**config.mk**
```make
export PLATFORM = sky130hd
export DESIGN_NAME = sync_fifo_ram
export DESIGN_NICKNAME = d
export VERILOG_FILES = /design/src/rtl/fifo_pkg.sv /design/src/rtl/fifo_mem.sv /design/src/rtl/sync_fifo_ram.sv
export SDC_FILE = /design/constraint.sdc
export NUM_CORES = 1
export LEC_CHECK = 0
export CELL_PAD_IN_SITES_DETAIL_PLACEMENT = 0
export CELL_PAD_IN_SITES_GLOBAL_PLACEMENT = 1
export CORE_ASPECT_RATIO = 0.75
export CORE_MARGIN = 3
export CORE_UTILIZATION = 51
export CTS_CLUSTER_SIZE = 10
export DETAILED_ROUTE_END_ITERATION = 8
export MAX_ROUTING_LAYER = met4
export PLACE_DENSITY_LB_ADDON = 0.1
export REMOVE_ABC_BUFFERS = 1
export SYNTH_ARGS = -nofsm -noshare
export SYNTH_HDL_FRONTEND = slang
export SYNTH_SLANG_ARGS = --single-unit
```
**constraint.sdc**
```tcl
create_clock -name w_clk -period 3.8 [get_ports w_clk]
set_input_delay 0.95 -clock w_clk [delete_from_list [all_inputs] [get_ports w_clk]]
set_output_delay 0.95 -clock w_clk [all_outputs]
set_load 0.02 [all_outputs]
```
**src/rtl/fifo_pkg.sv**
```systemverilog
// ---------------------------------------------------------------------------
// fifo_pkg
// Shared definitions for the synchronous FIFO: read-mode encoding and the
// helpers that turn an address width into a depth and a pointer width.
// ---------------------------------------------------------------------------
package fifo_pkg;

   // Read-mode encoding for the FWFT parameter of sync_fifo_ram.
   typedef enum logic {
      FWFT_OFF = 1'b0,   // registered read on request
      FWFT_ON  = 1'b1    // first-word-fall-through
   } fwft_mode_e;

   // Number of words addressed by an address of the given width.
   function automatic int fifo_depth(input int addr_width);
      return 1 << addr_width;
   endfunction

   // Pointers carry one extra wrap bit so full and empty are distinguishable.
   function automatic int ptr_width(input int addr_width);
      return addr_width + 1;
   endfunction

endpackage

```
**src/rtl/fifo_mem.sv**
```systemverilog
// ---------------------------------------------------------------------------
// fifo_mem
// Single-clock simple dual-port RAM: one write port, one read port with a
// registered output. There is no reset, so the array and the output register
// keep their contents across a FIFO reset.
//
// Ports
//   clk_i     : clock, rising edge
//   we_i      : write enable
//   waddr_i   : write address
//   wdata_i   : write data
//   re_i      : read enable; rdata_o updates only when set
//   raddr_i   : read address
//   rdata_o   : registered read data
// ---------------------------------------------------------------------------
module fifo_mem #(
   parameter int DW = 8,
   parameter int AW = 4
) (
   input  logic          clk_i,
   input  logic          we_i,
   input  logic [AW-1:0] waddr_i,
   input  logic [DW-1:0] wdata_i,
   input  logic          re_i,
   input  logic [AW-1:0] raddr_i,
   output logic [DW-1:0] rdata_o
);

   logic [DW-1:0] mem_q [0:(1<<AW)-1];
   logic [DW-1:0] rdata_q;

   always_ff @(posedge clk_i) begin
      if (we_i) begin
         mem_q[waddr_i] <= wdata_i;
      end
      if (re_i) begin
         rdata_q <= mem_q[raddr_i];
      end
   end

   assign rdata_o = rdata_q;

endmodule

```
**src/rtl/sync_fifo_ram.sv**
```systemverilog
// ---------------------------------------------------------------------------
// sync_fifo_ram
// Single-clock FIFO built on fifo_mem, with registered status flags, a word
// count and sticky overflow/underflow flags. Two read modes:
//   FWFT=0 : a read accepted at an edge shows its word on rdata with a
//            one-cycle rvalid pulse after the following edge; rdata holds.
//   FWFT=1 : the head word is prefetched into rdata (rvalid=1, empty=0);
//            rd_en pops it and the next word appears at the same edge.
//
// Ports
//   w_clk, w_rst           : clock and synchronous active-high reset
//   wr_en, wdata           : write request and data
//   rd_en                  : read request (FWFT=1: pop head word)
//   rdata, rvalid          : read data and its valid flag
//   full, empty            : status flags
//   almost_full            : count >= AFULL_TH
//   almost_empty           : count <= AEMPTY_TH
//   count                  : words held (FWFT=1 includes the word in rdata)
//   overflow, underflow    : sticky error flags, cleared only by reset
// ---------------------------------------------------------------------------
module sync_fifo_ram
   import fifo_pkg::*;
#(
   parameter int DATA_WIDTH = 8,
   parameter int ADDR_WIDTH = 4,
   parameter int AFULL_TH   = fifo_depth(ADDR_WIDTH) - 2,
   parameter int AEMPTY_TH  = 2,
   parameter int FWFT       = 0
) (
   input  logic                  w_clk,
   input  logic                  w_rst,
   input  logic                  wr_en,
   input  logic [DATA_WIDTH-1:0] wdata,
   input  logic                  rd_en,
   output logic [DATA_WIDTH-1:0] rdata,
   output logic                  rvalid,
   output logic                  full,
   output logic                  empty,
   output logic                  almost_full,
   output logic                  almost_empty,
   output logic [ADDR_WIDTH:0]   count,
   output logic                  overflow,
   output logic                  underflow
);

   localparam int            DEPTH    = fifo_depth(ADDR_WIDTH);
   localparam int            CW       = ptr_width(ADDR_WIDTH);
   localparam logic [CW-1:0] DEPTH_C  = CW'(DEPTH);
   localparam logic [CW-1:0] AFULL_C  = CW'(AFULL_TH);
   localparam logic [CW-1:0] AEMPTY_C = CW'(AEMPTY_TH);
   localparam bit            IS_FWFT  = (FWFT == int'(FWFT_ON));

   if (AFULL_TH > DEPTH || AEMPTY_TH >= DEPTH || AFULL_TH < 0 || AEMPTY_TH < 0
       || (FWFT != 0 && FWFT != 1)) begin : g_bad_params
      $error("sync_fifo_ram: need 0<=AFULL_TH<=DEPTH, 0<=AEMPTY_TH<DEPTH, FWFT in {0,1}");
   end

   logic [CW-1:0]         wptr_q, rptr_q, count_q;
   logic [CW-1:0]         wptr_d, rptr_d, count_d, avail_d;
   logic                  full_q, empty_q, afull_q, aempty_q;
   logic                  rvalid_q, rd_pend_q, loaded_q;
   logic                  ovf_q, udf_q;
   logic [DATA_WIDTH-1:0] rdata_q, mem_rdata;
   logic                  wr_acc, rd_acc, prefetch_d, mem_re;
   logic [ADDR_WIDTH-1:0] mem_raddr;

   always_comb begin
      wr_acc  = wr_en & ~full_q;
      rd_acc  = rd_en & ~empty_q;
      wptr_d  = wptr_q + {{ADDR_WIDTH{1'b0}}, wr_acc};
      rptr_d  = rptr_q + {{ADDR_WIDTH{1'b0}}, rd_acc};
      count_d = wptr_d - rptr_d;
      // Words already in the RAM before this edge, after this edge's pop.
      // A word written at this edge is not yet readable, so FWFT shows it
      // one edge later; this also keeps the RAM read off the write address.
      avail_d    = count_q - {{ADDR_WIDTH{1'b0}}, rd_acc};
      prefetch_d = (avail_d != '0);
      // FWFT reads the new head every cycle it exists; FWFT=0 reads on request.
      mem_re    = IS_FWFT ? prefetch_d : rd_acc;
      mem_raddr = IS_FWFT ? rptr_d[ADDR_WIDTH-1:0] : rptr_q[ADDR_WIDTH-1:0];
   end

   fifo_mem #(
      .DW (DATA_WIDTH),
      .AW (ADDR_WIDTH)
   ) u_mem (
      .clk_i   (w_clk),
      .we_i    (wr_acc),
      .waddr_i (wptr_q[ADDR_WIDTH-1:0]),
      .wdata_i (wdata),
      .re_i    (mem_re),
      .raddr_i (mem_raddr),
      .rdata_o (mem_rdata)
   );

   always_ff @(posedge w_clk) begin
      if (w_rst) begin
         wptr_q    <= '0;
         rptr_q    <= '0;
         count_q   <= '0;
         full_q    <= 1'b0;
         empty_q   <= 1'b1;
         afull_q   <= (AFULL_TH == 0);
         aempty_q  <= 1'b1;
         rvalid_q  <= 1'b0;
         rd_pend_q <= 1'b0;
         loaded_q  <= 1'b0;
         rdata_q   <= '0;
         ovf_q     <= 1'b0;
         udf_q     <= 1'b0;
      end else begin
         wptr_q   <= wptr_d;
         rptr_q   <= rptr_d;
         count_q  <= count_d;
         full_q   <= (count_d == DEPTH_C);
         afull_q  <= (count_d >= AFULL_C);
         aempty_q <= (count_d <= AEMPTY_C);
         if (wr_en && full_q) begin
            ovf_q <= 1'b1;
         end
         if (rd_en && empty_q) begin
            udf_q <= 1'b1;
         end
         if (IS_FWFT) begin
            rvalid_q <= prefetch_d;
            empty_q  <= ~prefetch_d;
            if (prefetch_d) begin
               loaded_q <= 1'b1;
            end
         end else begin
            // RAM output lands one edge after the accept; copy it into the
            // resettable output register one edge later.
            rd_pend_q <= rd_acc;
            rvalid_q  <= rd_pend_q;
            empty_q   <= (count_d == '0);
            if (rd_pend_q) begin
               rdata_q <= mem_rdata;
            end
         end
      end
   end

   // In FWFT mode the RAM output register is the data register; it has no
   // reset, so it reads as zero until the first word has been fetched.
   assign rdata        = IS_FWFT ? (loaded_q ? mem_rdata : '0) : rdata_q;
   assign rvalid       = rvalid_q;
   assign full         = full_q;
   assign empty        = empty_q;
   assign almost_full  = afull_q;
   assign almost_empty = aempty_q;
   assign count        = count_q;
   assign overflow     = ovf_q;
   assign underflow    = udf_q;

endmodule

```
==> run_results.csv <==
group,metric,value,unit
setup_path,reg2reg_from,"empty",
routing,first_iter_violations,316,
setup_path,critPathMaxStageDelay,0.47,ns
timing,hold_violations,0,
timing,setup_viol,0,
setup_path,cp.required,4.04,ns
setup_path,crit_slowest_cell,"clkdlybuf4s50_1",
cells_and_area,drive_gt1_frac,0.181,
die,dieArea,14200,µm²
cells_and_area,fin_nets,471,
min_path,holdCritPathClass,"flip-flop to flip-flop",
cells_and_area,antenna_cells,0,
timing,fin_worst_skew,0.0106,ns
clocking,cts_max_path_buffers,2,
routing,drc_errors,0,
power_and_ir_drop,power,4.56,mW
setup_path,worst-setup-path-type,"input port to flip-flop",
die,std_cell_rows,35,
clocking,ctsHoldBuffers,0,
timing,fin_crit_sh,0.852,
die,die_y,104,µm
clocking,clk_pin_slew_worst_paths,0.06,ns
logic_synthesis,yosysUniqueCellTypes,36,
global_route,grt_usage,0.192,
min_path,hold_depth,2,
clocking,tritoncts,"done",
die,start_util,0.527,
global_route,grt_start_max_net_pins,49,
placed_design,place_congestion,0.754,
die,die_w,136,µm
routing,wl,12300,µm
timing,rsz0062_at_grt,"false",
timing,slew_viol_final,0,
clocking,post_cts_buffers,0,
setup_path,r2r_slack,1.25,ns
run,drv_cap,0,
power_and_ir_drop,ir_worst_vdd,0.000483,V
setup_path,path_max_fanout,5,
setup_path,cpLargestDelayFamily,"adder cells",
setup_path,startpoint_type,"input port",
clocking,clk_latency,0.41,ns
setup_path,critPathMostFrequentCell,"ha_1",
global_route,grt_pass1_vias,3495,
routing,first_pass_iters,4,
timing,setup_ws,0.563,ns
logic_synthesis,synth.avg_cell_area,16.4,µm²
logic_synthesis,yosys_register_bits,167,
placed_design,dp_slack,0.127,ns
setup_path,timing.critical_path.buf_inv,1,
setup_path,crit_path_cell_trace,"clkdlybuf4s50_1 > nor2b_1 > ha_1 > ha_1 > xnor2_1 > ha_1 > a21oi_1 > o311ai_2 > xnor2_1 > a21oi_1",
setup_path,rr_worst_depth,9,
clocking,cts.sinks,167,
logic_synthesis,seq_area_frac_synth,0.723,
routing,wl_per_cell,19.5,µm
power_and_ir_drop,p_leak,2.58,nW
die,io-pin-count,32,
routing,via_per_inst,5.45,
routing,ant_nets,0,
setup_path,cp_data_arrival_time,3.48,ns
clocking,cts_resized,0,
logic_synthesis,synthCells,397,
placed_design,dpl.hpwl,8090,µm
outcome,status,"complete, no violations",
global_route,antenna_found_initial,0,
global_route,grt_pass1_wl,19600,µm
timing,tightest_slew,1.11,ns
logic_synthesis,netlist_area,6500,µm²
setup_path,end_kind,"flip-flop",
timing,max_slew_margin,0.254,
power_and_ir_drop,pwr_density_cell,592,nW/µm²
clocking,cts_buffers,17,
cells_and_area,final_common_cell,"edfxtp_1",
cells_and_area,areaGrowthSynthToFinish,18.3,%
timing,timing.fmax,309,MHz
clocking,htree_levels,4,
routing,vias,3433,
cells_and_area,utilization,0.623,
logic_synthesis,yosys_warnings,0,
cells_and_area,mostFrequentLayoutCells,"edfxtp_1 (136), nor2_1 (33), mux2i_1 (32)",
clocking,cts_root_buf,"clkbuf_16",
placed_design,port-buffer-count,31,
cells_and_area,fillers,905,
timing,layout_min_cycle_time,3.24,ns
global_route,grt-ovfl-total,0,
setup_path,r2r-end,"almost_full",
min_path,hp-start,"overflow",
die,core_area,12300,µm²
min_path,hold_end,"overflow",
timing,setup_tns,0,ns
[logic make-up after synthesis]
| logic type | count (synthesis) | share of synthesized area |
|---|---|---|
| adder cells (fa/ha/maj) | 8 | 0.0154 |
| buffers and inverters | 24 | 0.0146 |
| multiplexers | 56 | 0.119 |
| flip-flops | 167 | 0.723 |
| AND/OR/NAND/NOR | 77 | 0.0560 |
| XOR/XNOR | 12 | 0.0185 |
| AO/OA/AOI/OAI | 53 | 0.0535 |
[flip-flops by register name, indices dropped and copies added, names as in the netlist]
register and flops:
u_mem.mem_q 128, full 1, rptr_q 5, overflow 1, rdata 8, empty 1
count 5, rd_pend_q 1, u_mem.rdata_o 8, almost_empty 1, rvalid 1, underflow 1
wptr_q 5, almost_full 1
[area by class of cell]
type | instances | area (µm²) | area share
clock buffers | 18 | 429 | 0.0558
clock inverters | 14 | 149 | 0.0194
inverters | 6 | 22.5 | 0.00293
multi-input cells | 206 | 1700 | 0.221
flip-flops and latches | 167 | 4710 | 0.612
well taps | 166 | 208 | 0.0270
repair buffers | 53 | 475 | 0.0618
[worst register-to-register path: cells and delay by family, from the launching register on]
family / cells / cell delay, ns
AOI/OAI and AO/OA: 3 / 0.58
xor gates and xnor gates: 2 / 0.55
adders and majority gates: 3 / 0.71
DFF: 1 / 0.33
and+or+nand+nor: 1 / 0.19
[worst max-delay path by stage]
stage,end,cells after the start,slack [ns],startpoint
4_1_cts,almost_full,10,0.56,rd_en
5_1_grt,almost_full,10,0.35,rd_en
6_report,almost_full,10,0.56,rd_en
3_5_place_dp,almost_full,10,0.13,rd_en
3_3_place_gp,empty,10,0.18,rd_en
2_1_floorplan,empty,8,0.02,rptr_q[0]
[per-layer routing]
layer / part of all wire / up-vias / track usage
met5: 0 / - / -
met4: 0.0063 / 0 / 0.0540
met3: 0.039 / 6 / 0.0413
met2: 0.47 / 73 / 0.277
met1: 0.48 / 1719 / 0.281
li1: - / 1635 / -
[synthesized netlist by cell type]
cell type  count  area [µm²]
mux2i_1       32         320
clkbuf_1      12        45.0
xor2_2         1        16.3
a22oi_1        9        67.6
xnor2_1        7        61.3
nor2b_1        9        56.3
a221oi_1       8        70.1
xor2_1         3        26.3
buf_1          2        7.51
a21oi_1       13        65.1
edfxtp_1     136        4080
o311ai_2       1        16.3
nand2b_1       3        18.8
nor3_1         4        20.0
ha_1           8         100
and2_1         1        6.26
xnor2_2        1        16.3
or3b_2         1        8.76
dfxtp_1       31         621
mux4_2        16         360
nand2_1       15        56.3
nand3_1        5        25.0
o21bai_1       1        7.51
nor2_1        33         124
or3_1          2        12.5
nand3b_1       2        15.0
nor2_2         1        6.26
inv_1          6        22.5
a211o_1        1        8.76
a31o_1         1        8.76
mux2_2         8        90.1
a41o_1         1        10.0
a22o_1         1        8.76
buf_2          4        20.0
o21ai_0       17        85.1
nor4b_2        1        15.0
[metrics by stage]
stage	area, µm²	instances	hold slack [ns]
floorplan	6430	379	0.457
global placement	7110	598	0.449
detailed placement	7110	598	0.460
CTS	7690	630	0.480
global route	7690	630	0.513
finish	7690	630	0.477
[report_power, final]
part	internal (mW)	switching, mW
clock network	0.935	0.734
registers	2.09	0.0466
logic	0.349	0.398
total	3.38	1.18
Note: power is estimated with default switching activity, not from simulation.
